## src/rtl/latch_write_sequencer_pkg.sv

```systemverilog
// Shared types and elaboration helpers for the latch write sequencer.
// Holds the FSM state encoding, address-width derivation and phase-length checks.
package latch_write_sequencer_pkg;

   typedef enum logic [2:0] {
      ST_IDLE,
      ST_SETUP,
      ST_PULSE,
      ST_HOLD,
      ST_CLEAR
   } state_t;

   function automatic int aw_of(input int n);
      return (n <= 1) ? 1 : $clog2(n);
   endfunction

   function automatic int max4(input int a, input int b, input int c, input int d);
      int m;
      m = a;
      if (b > m) m = b;
      if (c > m) m = c;
      if (d > m) m = d;
      return m;
   endfunction

   function automatic bit phases_ok(input int s, input int e, input int h, input int c);
      return (s >= 1) && (e >= 1) && (h >= 1) && (c >= 1);
   endfunction

endpackage

```

## src/rtl/latch_write_sequencer_phase_counter.sv

```systemverilog
// Loadable down-counter used to time each FSM phase; tc flags a count of zero.
module latch_phase_counter #(
   parameter int W = 2
) (
   input  logic         clk,
   input  logic         srst,
   input  logic         load,
   input  logic [W-1:0] load_val,
   output logic         tc
);

   logic [W-1:0] cnt_reg;

   always_ff @(posedge clk) begin
      if (srst) begin
         cnt_reg <= '0;
      end else if (load) begin
         cnt_reg <= load_val;
      end else if (cnt_reg != '0) begin
         cnt_reg <= cnt_reg - 1'b1;
      end
   end

   assign tc = (cnt_reg == '0);

endmodule

```

## src/rtl/latch_write_sequencer.sv

```systemverilog
// Write/clear sequencer producing registered LD/LE/LRN controls for a latch bank.
// Every output is a register fed from next-state logic, so the latch controls never glitch.
module latch_write_sequencer
   import latch_write_sequencer_pkg::*;
#(
   parameter int DW      = 8,
   parameter int NLAT    = 5,
   parameter int SETUP   = 1,
   parameter int E_HIGH  = 2,
   parameter int HOLD    = 1,
   parameter int CLR_CYC = 2,
   localparam int AW     = aw_of(NLAT)
) (
   input  logic            CLK,
   input  logic            RST,
   input  logic            REQ_VALID,
   output logic            REQ_READY,
   input  logic [AW-1:0]   REQ_ADDR,
   input  logic [DW-1:0]   REQ_DATA,
   input  logic            CLR_REQ,
   output logic [DW-1:0]   LD,
   output logic [NLAT-1:0] LE,
   output logic            LRN,
   output logic            DONE,
   output logic            ERR
);

   localparam int CW = aw_of(max4(SETUP, E_HIGH, HOLD, CLR_CYC));
   localparam logic [CW-1:0] L_SETUP = CW'(SETUP - 1);
   localparam logic [CW-1:0] L_EHIGH = CW'(E_HIGH - 1);
   localparam logic [CW-1:0] L_HOLD  = CW'(HOLD - 1);
   localparam logic [CW-1:0] L_CLR   = CW'(CLR_CYC - 1);
   localparam logic [AW:0]   NLAT_W  = (AW + 1)'(NLAT);

   if (!phases_ok(SETUP, E_HIGH, HOLD, CLR_CYC) || NLAT < 1) begin : g_bad_params
      $error("latch_write_sequencer: phase lengths and NLAT must all be >= 1");
   end

   state_t            state_reg, state_next;
   logic [AW-1:0]     addr_reg, addr_next;
   logic [DW-1:0]     ld_reg, ld_next;
   logic [NLAT-1:0]   le_reg, le_next;
   logic              lrn_reg, lrn_next;
   logic              ready_reg, ready_next;
   logic              done_reg, done_next;
   logic              err_reg, err_next;
   // boot: reset-entry clear still has to prime the counter; quiet: that clear ends without DONE.
   logic              boot_reg, boot_next;
   logic              quiet_reg, quiet_next;
   logic              cnt_load;
   logic [CW-1:0]     cnt_val;
   logic              cnt_tc;
   logic              addr_ok;
   logic [NLAT-1:0]   dec;

   latch_phase_counter #(.W(CW)) u_phase_counter (
      .clk      (CLK),
      .srst     (RST),
      .load     (cnt_load),
      .load_val (cnt_val),
      .tc       (cnt_tc)
   );

   assign addr_ok = ({1'b0, addr_reg} < NLAT_W);

   for (genvar gi = 0; gi < NLAT; gi++) begin : g_dec
      assign dec[gi] = (addr_reg == AW'(gi));
   end

   always_comb begin
      state_next = state_reg;
      addr_next  = addr_reg;
      ld_next    = ld_reg;
      done_next  = 1'b0;
      err_next   = 1'b0;
      boot_next  = boot_reg;
      quiet_next = quiet_reg;
      cnt_load   = 1'b0;
      cnt_val    = '0;
      case (state_reg)
         ST_IDLE: begin
            if (CLR_REQ) begin
               state_next = ST_CLEAR;
               cnt_load   = 1'b1;
               cnt_val    = L_CLR;
            end else if (REQ_VALID) begin
               state_next = ST_SETUP;
               cnt_load   = 1'b1;
               cnt_val    = L_SETUP;
               addr_next  = REQ_ADDR;
               ld_next    = REQ_DATA;
            end
         end
         ST_SETUP: begin
            if (cnt_tc) begin
               state_next = ST_PULSE;
               cnt_load   = 1'b1;
               cnt_val    = L_EHIGH;
            end
         end
         ST_PULSE: begin
            if (cnt_tc) begin
               state_next = ST_HOLD;
               cnt_load   = 1'b1;
               cnt_val    = L_HOLD;
            end
         end
         ST_HOLD: begin
            if (cnt_tc) begin
               state_next = ST_IDLE;
               done_next  = 1'b1;
               err_next   = !addr_ok;
            end
         end
         ST_CLEAR: begin
            if (boot_reg) begin
               cnt_load  = 1'b1;
               cnt_val   = L_CLR;
               boot_next = 1'b0;
            end else if (cnt_tc) begin
               state_next = ST_IDLE;
               done_next  = !quiet_reg;
               quiet_next = 1'b0;
            end
         end
         default: state_next = ST_CLEAR;
      endcase
      ready_next = (state_next == ST_IDLE);
      lrn_next   = (state_next != ST_CLEAR);
      le_next    = (state_next == ST_PULSE) ? dec : '0;
   end

   always_ff @(posedge CLK) begin
      if (RST) begin
         state_reg <= ST_CLEAR;
         addr_reg  <= '0;
         ld_reg    <= '0;
         le_reg    <= '0;
         lrn_reg   <= 1'b0;
         ready_reg <= 1'b0;
         done_reg  <= 1'b0;
         err_reg   <= 1'b0;
         boot_reg  <= 1'b1;
         quiet_reg <= 1'b1;
      end else begin
         state_reg <= state_next;
         addr_reg  <= addr_next;
         ld_reg    <= ld_next;
         le_reg    <= le_next;
         lrn_reg   <= lrn_next;
         ready_reg <= ready_next;
         done_reg  <= done_next;
         err_reg   <= err_next;
         boot_reg  <= boot_next;
         quiet_reg <= quiet_next;
      end
   end

   assign LD        = ld_reg;
   assign LE        = le_reg;
   assign LRN       = lrn_reg;
   assign REQ_READY = ready_reg;
   assign DONE      = done_reg;
   assign ERR       = err_reg;

endmodule

```

## config.mk

```make
export PLATFORM = sky130hd
export DESIGN_NAME = latch_write_sequencer
export DESIGN_NICKNAME = d
export VERILOG_FILES = /design/src/rtl/latch_write_sequencer_pkg.sv /design/src/rtl/latch_write_sequencer_phase_counter.sv /design/src/rtl/latch_write_sequencer.sv
export SDC_FILE = /design/constraint.sdc
export NUM_CORES = 1
export LEC_CHECK = 0
export CAP_MARGIN = 20
export CORE_UTILIZATION = 37
export DETAILED_ROUTE_END_ITERATION = 16
export PLACE_DENSITY = 0.65
export SKIP_LAST_GASP = 1
export SLEW_MARGIN = 20
export SYNTH_ARGS = -nofsm -noshare
export SYNTH_HDL_FRONTEND = slang
export SYNTH_SLANG_ARGS = --single-unit
```

## constraint.sdc

```tcl
create_clock -name CLK -period 3.4 [get_ports CLK]
set_clock_uncertainty 0.1 [all_clocks]
set_input_delay 0.51 -clock CLK [delete_from_list [all_inputs] [get_ports CLK]]
set_output_delay 0.51 -clock CLK [all_outputs]
set_load 0.01 [all_outputs]
```

==> impl_metrics.prom, run 1 <==
# TYPE chip_impl_metric gauge
chip_impl_metric{name="tritoncts_num_sinks",unit=""} 26
chip_impl_metric{name="total_wirelength",unit="um"} 1930
chip_impl_metric{name="ff2ff_setup_slack",unit="ps"} 1630
chip_impl_metric{name="yosys_warns",unit=""} 0
chip_impl_metric{name="max-vdd-ir-drop",unit="mV"} 0.283
chip_impl_metric{name="area_taken_by_multi_input_logic_gates",unit="um2"} 533
chip_impl_metric{name="timing.fmax",unit="MHz"} 496
chip_impl_metric{name="vias",unit=""} 817
chip_impl_metric{name="cts_buffers",unit=""} 3
chip_impl_info{name="synthTopCellsByArea",value="sky130_fd_sc_hd__dfxtp_1 (48%), sky130_fd_sc_hd__nand2b_1 (15%), sky130_fd_sc_hd__mux2i_1 (10%)"} 1
chip_impl_metric{name="maxSlewHeadroom",unit="%"} 38.0
chip_impl_metric{name="layout.core_utilization",unit="%"} 52.9
chip_impl_metric{name="top_level_ports",unit=""} 32
chip_impl_info{name="combinational_family_with_the_most_area_after_synthesis",value="simple AND/OR/NAND/NOR gates"} 1
chip_impl_metric{name="synth_top_cell_area_share",unit="%"} 48.0
chip_impl_metric{name="timing_hold_violations_final",unit=""} 0
chip_impl_metric{name="power_frac_comb",unit="%"} 11.6
chip_impl_metric{name="sequential_cell_area",unit="um2"} 520
chip_impl_metric{name="number_of_buffers_between_clock_root_and_the_deepest_sink",unit=""} 2
chip_impl_metric{name="dieWidth",unit="um"} 56.1
chip_impl_metric{name="synth-xor-area-share",unit="%"} 0
chip_impl_metric{name="dr.first_iter.drc_count",unit=""} 8
chip_impl_info{name="synthFlopType",value="sky130_fd_sc_hd__dfxtp_1"} 1
chip_impl_metric{name="tightest_slew",unit="ps"} 924
chip_impl_metric{name="clkPwrFrac",unit="%"} 34.5
chip_impl_metric{name="total_power",unit="uW"} 610
chip_impl_metric{name="synth_nets",unit=""} 124
chip_impl_info{name="cp-start-kind",value="input pin"} 1
chip_impl_metric{name="synth_enable_flop_cells",unit=""} 0
chip_impl_info{name="worst_path_max_delay_cell",value="sky130_fd_sc_hd__nor4_4"} 1
chip_impl_metric{name="synthArstFlopShare",unit="%"} 0
chip_impl_metric{name="min_delay_path_depth",unit=""} 2
chip_impl_metric{name="simple_gate_fraction_of_synth_area",unit="%"} 30.1
chip_impl_metric{name="worst_r2r_path_depth",unit=""} 2
chip_impl_metric{name="routabilityCongestion",unit=""} 0.725
chip_impl_info{name="worst_setup_path_end_kind",value="register"} 1
chip_impl_metric{name="layout.nets",unit=""} 153
chip_impl_info{name="status",value="complete, no violations"} 1
chip_impl_metric{name="power_leakage",unit="nW"} 0.523
chip_impl_metric{name="postCtsSetupRepairBufs",unit=""} 0
chip_impl_metric{name="layout-drive-gt1-share",unit="%"} 7.30
chip_impl_metric{name="required",unit="ps"} 3550
chip_impl_metric{name="grt_overflow",unit=""} 0
chip_impl_metric{name="die_area",unit="mm2"} 0.00315
chip_impl_metric{name="cp_slowest_stage_delay",unit="ps"} 720
chip_impl_metric{name="path_max_fanout",unit=""} 11
chip_impl_metric{name="post_synth_fa_ha_maj_area_fraction",unit="%"} 0
chip_impl_metric{name="area.growth.synth_to_final",unit="%"} 34.5
chip_impl_metric{name="initial_core_util",unit="%"} 39.3
chip_impl_metric{name="power_switching_share",unit="%"} 21.0
chip_impl_info{name="critical_path_class",value="in2reg"} 1
chip_impl_metric{name="wire_length_of_the_first_global_routing_pass",unit="um"} 3430
chip_impl_metric{name="clock_latency",unit="ps"} 310
chip_impl_metric{name="clock_pin_transition_on_the_worst_setup_and_hold_timing_paths",unit="ps"} 140
chip_impl_metric{name="row_count",unit=""} 19
chip_impl_info{name="r2r-end",value="LD[3]"} 1
chip_impl_info{name="netlist.top_cell.by_area",value="sky130_fd_sc_hd__dfxtp_1"} 1
chip_impl_metric{name="grt_pass1_vias",unit=""} 776
chip_impl_metric{name="diodes_inserted",unit=""} 0
chip_impl_metric{name="worst-path-buf-inv",unit=""} 1
chip_impl_metric{name="final.period_utilization",unit="%"} 59.3
chip_impl_metric{name="power_report.internal_total",unit="uW"} 482
chip_impl_metric{name="synth.distinct_cells",unit=""} 31
chip_impl_metric{name="layout_min_cycle_time",unit="ps"} 2020
chip_impl_metric{name="setup_viol",unit=""} 0
chip_impl_metric{name="preCtsSetupSlack",unit="ps"} 1030
chip_impl_metric{name="track_usage",unit="%"} 13.7
chip_impl_metric{name="place.port_buffers",unit=""} 31
chip_impl_metric{name="synth_sequential_area_ratio",unit="%"} 48.0
chip_impl_metric{name="clock_tree.htree_level_count",unit=""} 1
chip_impl_metric{name="detailed_place_hpwl",unit="um"} 1440
chip_impl_info{name="path_cells",value="clkdlybuf4s50_1 -> nand2b_1 -> nor4_4 -> mux2i_1"} 1
chip_impl_info{name="worstReg2RegStart",value="state_reg[2]"} 1
chip_impl_info{name="synth_commonest_cells",value="sky130_fd_sc_hd__dfxtp_1 (26), sky130_fd_sc_hd__nand2b_1 (26), sky130_fd_sc_hd__mux2i_1 (11), sky130_fd_sc_hd__nor2_1 (7), sky130_fd_sc_hd__nand2_1 (5)"} 1
chip_impl_metric{name="die_h",unit="um"} 56.1
chip_impl_metric{name="remaining_drc_errors",unit=""} 0
chip_impl_info{name="cts_root_buf",value="sky130_fd_sc_hd__clkbuf_4"} 1
chip_impl_metric{name="holdBufCountCts",unit=""} 0
chip_impl_metric{name="grt_antenna_before_repair",unit=""} 0
chip_impl_info{name="min_to",value="quiet_reg"} 1
chip_impl_metric{name="maxSlewViolCount",unit=""} 0
chip_impl_metric{name="worst_ep_arrival_time",unit="ps"} 2170
chip_impl_metric{name="cell_count_after_synthesis",unit=""} 109
chip_impl_metric{name="largest_reg_flops",unit=""} 8
chip_impl_metric{name="setup_slack",unit="ps"} 1380
chip_impl_info{name="hp-start",value="quiet_reg"} 1
chip_impl_metric{name="grt_max_degree",unit=""} 29
chip_impl_metric{name="drt-pass1-iter-count",unit=""} 4
chip_impl_metric{name="floorplan.core_area",unit="mm2"} 0.00276
chip_impl_metric{name="fill_cells",unit=""} 259
chip_impl_info{name="hold_path.class",value="reg2reg"} 1
chip_impl_metric{name="timing.setup.tns",unit="ps"} 0
chip_impl_metric{name="seq_power_share",unit="%"} 53.9
chip_impl_metric{name="holdWs",unit="ps"} 381
chip_impl_metric{name="synth.ff_latch_count",unit=""} 26
chip_impl_metric{name="synth_compound_area_share",unit="%"} 8.07
chip_impl_metric{name="post_cts_resize_count",unit=""} 0
chip_impl_metric{name="drv_cap",unit=""} 0
chip_impl_info{name="critical_path.top_delay_family",value="simple AND/OR/NAND/NOR gates"} 1
chip_impl_metric{name="power_switching",unit="uW"} 128
chip_impl_info{name="unrepaired_setup_endpoints_after_global_routing",value="no"} 1
chip_impl_metric{name="antenna_violating_nets_post_route",unit=""} 0
chip_impl_metric{name="post_synthesis_cell_area",unit="mm2"} 0.00108
chip_impl_metric{name="postSynthAreaPerCell",unit="um2"} 9.95
chip_impl_info{name="tritoncts",value="yes"} 1
chip_impl_metric{name="detail_route.vias_per_cell",unit=""} 4.86
chip_impl_metric{name="multiplexer_area_fraction_after_synthesis",unit="%"} 10.1
chip_impl_metric{name="post_drt_wl_per_cell",unit="um"} 11.5
chip_impl_metric{name="power_density",unit="mW/mm2"} 418
[cells in the final DEF (no fill, tap or decap), types with 2 or more instances in the layout]
| cell type | instances |
|---|---|
| sky130_fd_sc_hd__a21o_1 | 2 |
| sky130_fd_sc_hd__clkbuf_4 | 3 |
| sky130_fd_sc_hd__clkdlybuf4s50_1 | 31 |
| sky130_fd_sc_hd__dfxtp_1 | 26 |
| sky130_fd_sc_hd__mux2i_1 | 11 |
| sky130_fd_sc_hd__nand2_1 | 5 |
| sky130_fd_sc_hd__nand2b_1 | 26 |
| sky130_fd_sc_hd__nor2_1 | 7 |
| sky130_fd_sc_hd__nor3_1 | 3 |
| sky130_fd_sc_hd__nor3b_1 | 2 |
[worst min-delay path, delay by kind of cell (launching register included)]
kind,cells,cell delay (ps)
DFF,1,340
and+or+nand+nor,1,50
AOI/OAI and AO/OA,1,70
[cells by family after synthesis]
logic type | Yosys count
AO/OA/AOI/OAI | 11
buffers and inverters | 8
flip-flops | 26
multiplexers | 11
AND/OR/NAND/NOR | 53
[how the worst max path moves through the flow]
stage | from | to | slack [ps] | cells after the start
6_report | CLR_REQ | LD[3] | 1380 | 4
5_1_grt | CLR_REQ | LD[5] | 1270 | 4
4_1_cts | CLR_REQ | LD[3] | 1370 | 4
3_5_place_dp | CLR_REQ | LD[3] | 1030 | 4
3_3_place_gp | CLR_REQ | LD[4] | 1110 | 4
2_1_floorplan | CLR_REQ | LD[1] | 1930 | 4
[routing by layer]
layer	vias up	global-route usage (%)	share of wire, %
met2	12	23.1	52
met3	0	3.02	2.6
met1	377	17.3	46
met5	-	0	0
li1	428	-	-
met4	0	4.18	0
[per-stage QoR]
| step | cells | area, um2 |
|---|---|---|
| finish | 168 | 1460 |
| global route | 168 | 1460 |
| CTS | 168 | 1460 |
| detailed placement | 164 | 1410 |
| global placement | 164 | 1410 |
| floorplan | 109 | 1080 |
[layout make-up]
class / instances / share of cell area [%]
clock buffer: 3 / 1.54
clock inverter: 1 / 2.06
inverter: 1 / 0.257
multi-input combinational: 75 / 36.5
sequential: 26 / 35.7
tap: 31 / 2.66
timing repair buffer: 31 / 21.3
[power by group through the flow]
stage | clock network, mW | logic [mW] | registers [mW]
floorplan | 0 | 0.0424 | 0.332
global placement | 0 | 0.0708 | 0.335
detailed placement | 0 | 0.0716 | 0.336
CTS | 0.215 | 0.0716 | 0.329
global route | 0.231 | 0.0777 | 0.331
finish | 0.210 | 0.0706 | 0.329
Power figures use the tool's default switching activity.
==> run 2, diff against run 1 <==
--- a/config.mk
+++ b/config.mk
@@ -8,7 +8,7 @@
 export CAP_MARGIN = 20
 export CORE_UTILIZATION = 37
 export DETAILED_ROUTE_END_ITERATION = 16
-export PLACE_DENSITY = 0.65
+export PLACE_DENSITY = 0.68
 export SKIP_LAST_GASP = 1
 export SLEW_MARGIN = 20
 export SYNTH_ARGS = -nofsm -noshare
==> constraint.sdc (replaced) <==
create_clock -name CLK -period 1.7 [get_ports CLK]
set_clock_uncertainty 0.1 [all_clocks]
set_input_delay 0.255 -clock CLK [delete_from_list [all_inputs] [get_ports CLK]]
set_output_delay 0.255 -clock CLK [all_outputs]
set_load 0.01 [all_outputs]
==> run 2 against run 1 <==
Against the previous run: clock-buffer cell count up 1; power is 83% higher; first-iteration DRC count grew 13%; non-clock buffer count is 3 higher; wire length is 3.2% higher; critical endpoint is now LD[4]; largest cell class unchanged.
==> impl_metrics.prom, run 2 (same netlist as run 1, synthesis figures left out) <==
# TYPE chip_impl_metric gauge
chip_impl_metric{name="layout_min_cycle_time",unit="ps"} 1580
chip_impl_metric{name="post_cts_resize_count",unit=""} 0
chip_impl_metric{name="layout-drive-gt1-share",unit="%"} 9.29
chip_impl_metric{name="maxSlewHeadroom",unit="%"} 71.4
chip_impl_metric{name="final_area",unit="mm2"} 0.00148
chip_impl_metric{name="power_density",unit="mW/mm2"} 756
chip_impl_info{name="unrepaired_setup_endpoints_after_global_routing",value="no"} 1
chip_impl_metric{name="vias",unit=""} 851
chip_impl_metric{name="cp_slowest_stage_delay",unit="ps"} 540
chip_impl_metric{name="max-vdd-ir-drop",unit="mV"} 0.483
chip_impl_metric{name="die_area",unit="mm2"} 0.00315
chip_impl_metric{name="path_max_fanout",unit=""} 2
chip_impl_metric{name="clkPwrFrac",unit="%"} 27.6
chip_impl_metric{name="total_wirelength",unit="um"} 1990
chip_impl_metric{name="seq_power_share",unit="%"} 58.2
chip_impl_metric{name="clock_pin_transition_on_the_worst_setup_and_hold_timing_paths",unit="ps"} 140
chip_impl_metric{name="power_switching_share",unit="%"} 22.7
chip_impl_metric{name="layout.nets",unit=""} 156
chip_impl_metric{name="top_level_ports",unit=""} 32
chip_impl_metric{name="placed_cell_area",unit="mm2"} 0.00144
chip_impl_metric{name="worst-path-buf-inv",unit=""} 1
chip_impl_metric{name="initial_core_util",unit="%"} 39.3
chip_impl_metric{name="dieWidth",unit="um"} 56.1
chip_impl_metric{name="number_of_buffers_between_clock_root_and_the_deepest_sink",unit=""} 2
chip_impl_info{name="hold_path.class",value="reg2reg"} 1
chip_impl_metric{name="power_switching",unit="uW"} 254
chip_impl_info{name="cts_root_buf",value="sky130_fd_sc_hd__clkbuf_4"} 1
chip_impl_metric{name="row_count",unit=""} 19
chip_impl_metric{name="routabilityCongestion",unit=""} 0.708
chip_impl_info{name="status",value="complete, no violations"} 1
chip_impl_metric{name="grt_overflow",unit=""} 0
chip_impl_metric{name="diodes_inserted",unit=""} 0
chip_impl_info{name="worst_setup_path_end_kind",value="output port"} 1
chip_impl_metric{name="power_report.internal_total",unit="uW"} 863
chip_impl_metric{name="power_frac_comb",unit="%"} 14.2
chip_impl_metric{name="detailed_place_hpwl",unit="um"} 1480
chip_impl_metric{name="timing.fmax",unit="MHz"} 633
chip_impl_metric{name="place.port_buffers",unit=""} 31
chip_impl_metric{name="sequential_cell_area",unit="um2"} 520
chip_impl_metric{name="fill_cells",unit=""} 259
chip_impl_info{name="cp-start-kind",value="register"} 1
chip_impl_metric{name="antenna_violating_nets_post_route",unit=""} 0
chip_impl_metric{name="dr.first_iter.drc_count",unit=""} 9
chip_impl_info{name="critical_path_class",value="reg2out"} 1
chip_impl_info{name="most_common_cell_after_layout_fill_and_taps_aside",value="sky130_fd_sc_hd__clkdlybuf4s50_1"} 1
chip_impl_metric{name="floorplan.core_area",unit="mm2"} 0.00276
chip_impl_info{name="path_cells",value="clkdlybuf4s50_1"} 1
chip_impl_metric{name="track_usage",unit="%"} 13.9
chip_impl_metric{name="largest_reg_flops",unit=""} 8
chip_impl_metric{name="die_h",unit="um"} 56.1
chip_impl_metric{name="final.period_utilization",unit="%"} 92.9
chip_impl_info{name="tritoncts",value="yes"} 1
chip_impl_metric{name="grt_antenna_before_repair",unit=""} 0
chip_impl_metric{name="cts_buffers",unit=""} 3
chip_impl_metric{name="postCtsSetupRepairBufs",unit=""} 0
chip_impl_metric{name="maxSlewViolCount",unit=""} 0
chip_impl_metric{name="worst_ep_arrival_time",unit="ps"} 1220
chip_impl_metric{name="grt_max_degree",unit=""} 23
chip_impl_metric{name="post_drt_wl_per_cell",unit="um"} 11.6
chip_impl_metric{name="wire_length_of_the_first_global_routing_pass",unit="um"} 3440
chip_impl_metric{name="timing.setup.tns",unit="ps"} 0
chip_impl_info{name="critical_path.top_delay_family",value="buffers and inverters"} 1
chip_impl_metric{name="grt_pass1_vias",unit=""} 798
chip_impl_metric{name="remaining_drc_errors",unit=""} 0
chip_impl_metric{name="drv_cap",unit=""} 0
chip_impl_metric{name="clock_latency",unit="ps"} 320
chip_impl_metric{name="tritoncts_num_sinks",unit=""} 26
chip_impl_metric{name="holdBufCountCts",unit=""} 0
chip_impl_metric{name="required",unit="ps"} 1340
chip_impl_metric{name="setup_viol",unit=""} 0
chip_impl_metric{name="tightest_slew",unit="ps"} 429
chip_impl_metric{name="detail_route.vias_per_cell",unit=""} 4.98
chip_impl_metric{name="drt-pass1-iter-count",unit=""} 4
chip_impl_metric{name="timing_hold_violations_final",unit=""} 0
chip_impl_info{name="most_used_cells_in_the_layout_excluding_fill_and_tap_cells",value="sky130_fd_sc_hd__clkdlybuf4s50_1 (31), sky130_fd_sc_hd__dfxtp_1 (26), sky130_fd_sc_hd__nand2b_1 (26)"} 1
chip_impl_metric{name="area_taken_by_multi_input_logic_gates",unit="um2"} 533
chip_impl_metric{name="power_leakage",unit="nW"} 0.533
chip_impl_info{name="worst_path_max_delay_cell",value="sky130_fd_sc_hd__clkdlybuf4s50_1"} 1
chip_impl_metric{name="area.growth.synth_to_final",unit="%"} 36.2
chip_impl_metric{name="clock_tree.htree_level_count",unit=""} 1
==> run 2: cell types whose count changed in the layout (fill, tap and decap cells not counted) <==
cell                        before  now
sky130_fd_sc_hd__clkbuf_8        0    1
sky130_fd_sc_hd__bufinv_16       1    0
sky130_fd_sc_hd__buf_4           0    2
sky130_fd_sc_hd__buf_12          0    1
==> run 2: layout make-up <==
| cell class | count | share of cell area, % |
|---|---|---|
| Clock buffer | 4 | 2.46 |
| Tap cell | 31 | 2.62 |
| Inverter | 1 | 0.254 |
| Sequential cell | 26 | 35.2 |
| Multi-Input combinational cell | 75 | 36.1 |
| Timing Repair Buffer | 34 | 23.4 |
==> run 2: power groups by stage <==
stage,logic (mW),registers (mW),clock network [mW]
after global placement,0.157,0.663,0
final,0.159,0.650,0.308
after floorplan,0.0847,0.664,0
after detailed placement,0.161,0.664,0
after CTS,0.160,0.651,0.317
after global routing,0.173,0.654,0.353
==> run 2: worst paths after layout <==
check / to / cells past startpoint / start / slack [ps]
setup / recovery: LD[4] / 1 / LD[4] / 120
hold / removal: quiet_reg / 2 / quiet_reg / 380
setup reg to reg: REQ_READY / 3 / state_reg[0] / 220
hold reg to reg: quiet_reg / 2 / quiet_reg / 380
==> run 2: per-layer routing <==
layer / part of all wire [%] / routed length, um / GRT usage [%] / up-vias
li1: - / - / - / 431
met1: 45 / 895 / 17.3 / 398
met3: 3.0 / 60 / 2.79 / 2
met4: 1.1 / 21 / 5.23 / 0
met5: 0 / 0 / 0 / -
met2: 51 / 1010 / 23.6 / 20
==> run 2: through the flow <==
stage	utilization [%]	power (mW)	setup WS, ps	instances	hold WS, ps
5_1_grt	53.6	1.18	57.1	171	400
3_5_place_dp	52.3	0.824	10.7	167	364
2_1_floorplan	-	0.749	357	109	310
6_report	53.6	1.12	120	171	383
3_3_place_gp	52.3	0.819	50.8	167	354
4_1_cts	53.6	1.13	113	171	385
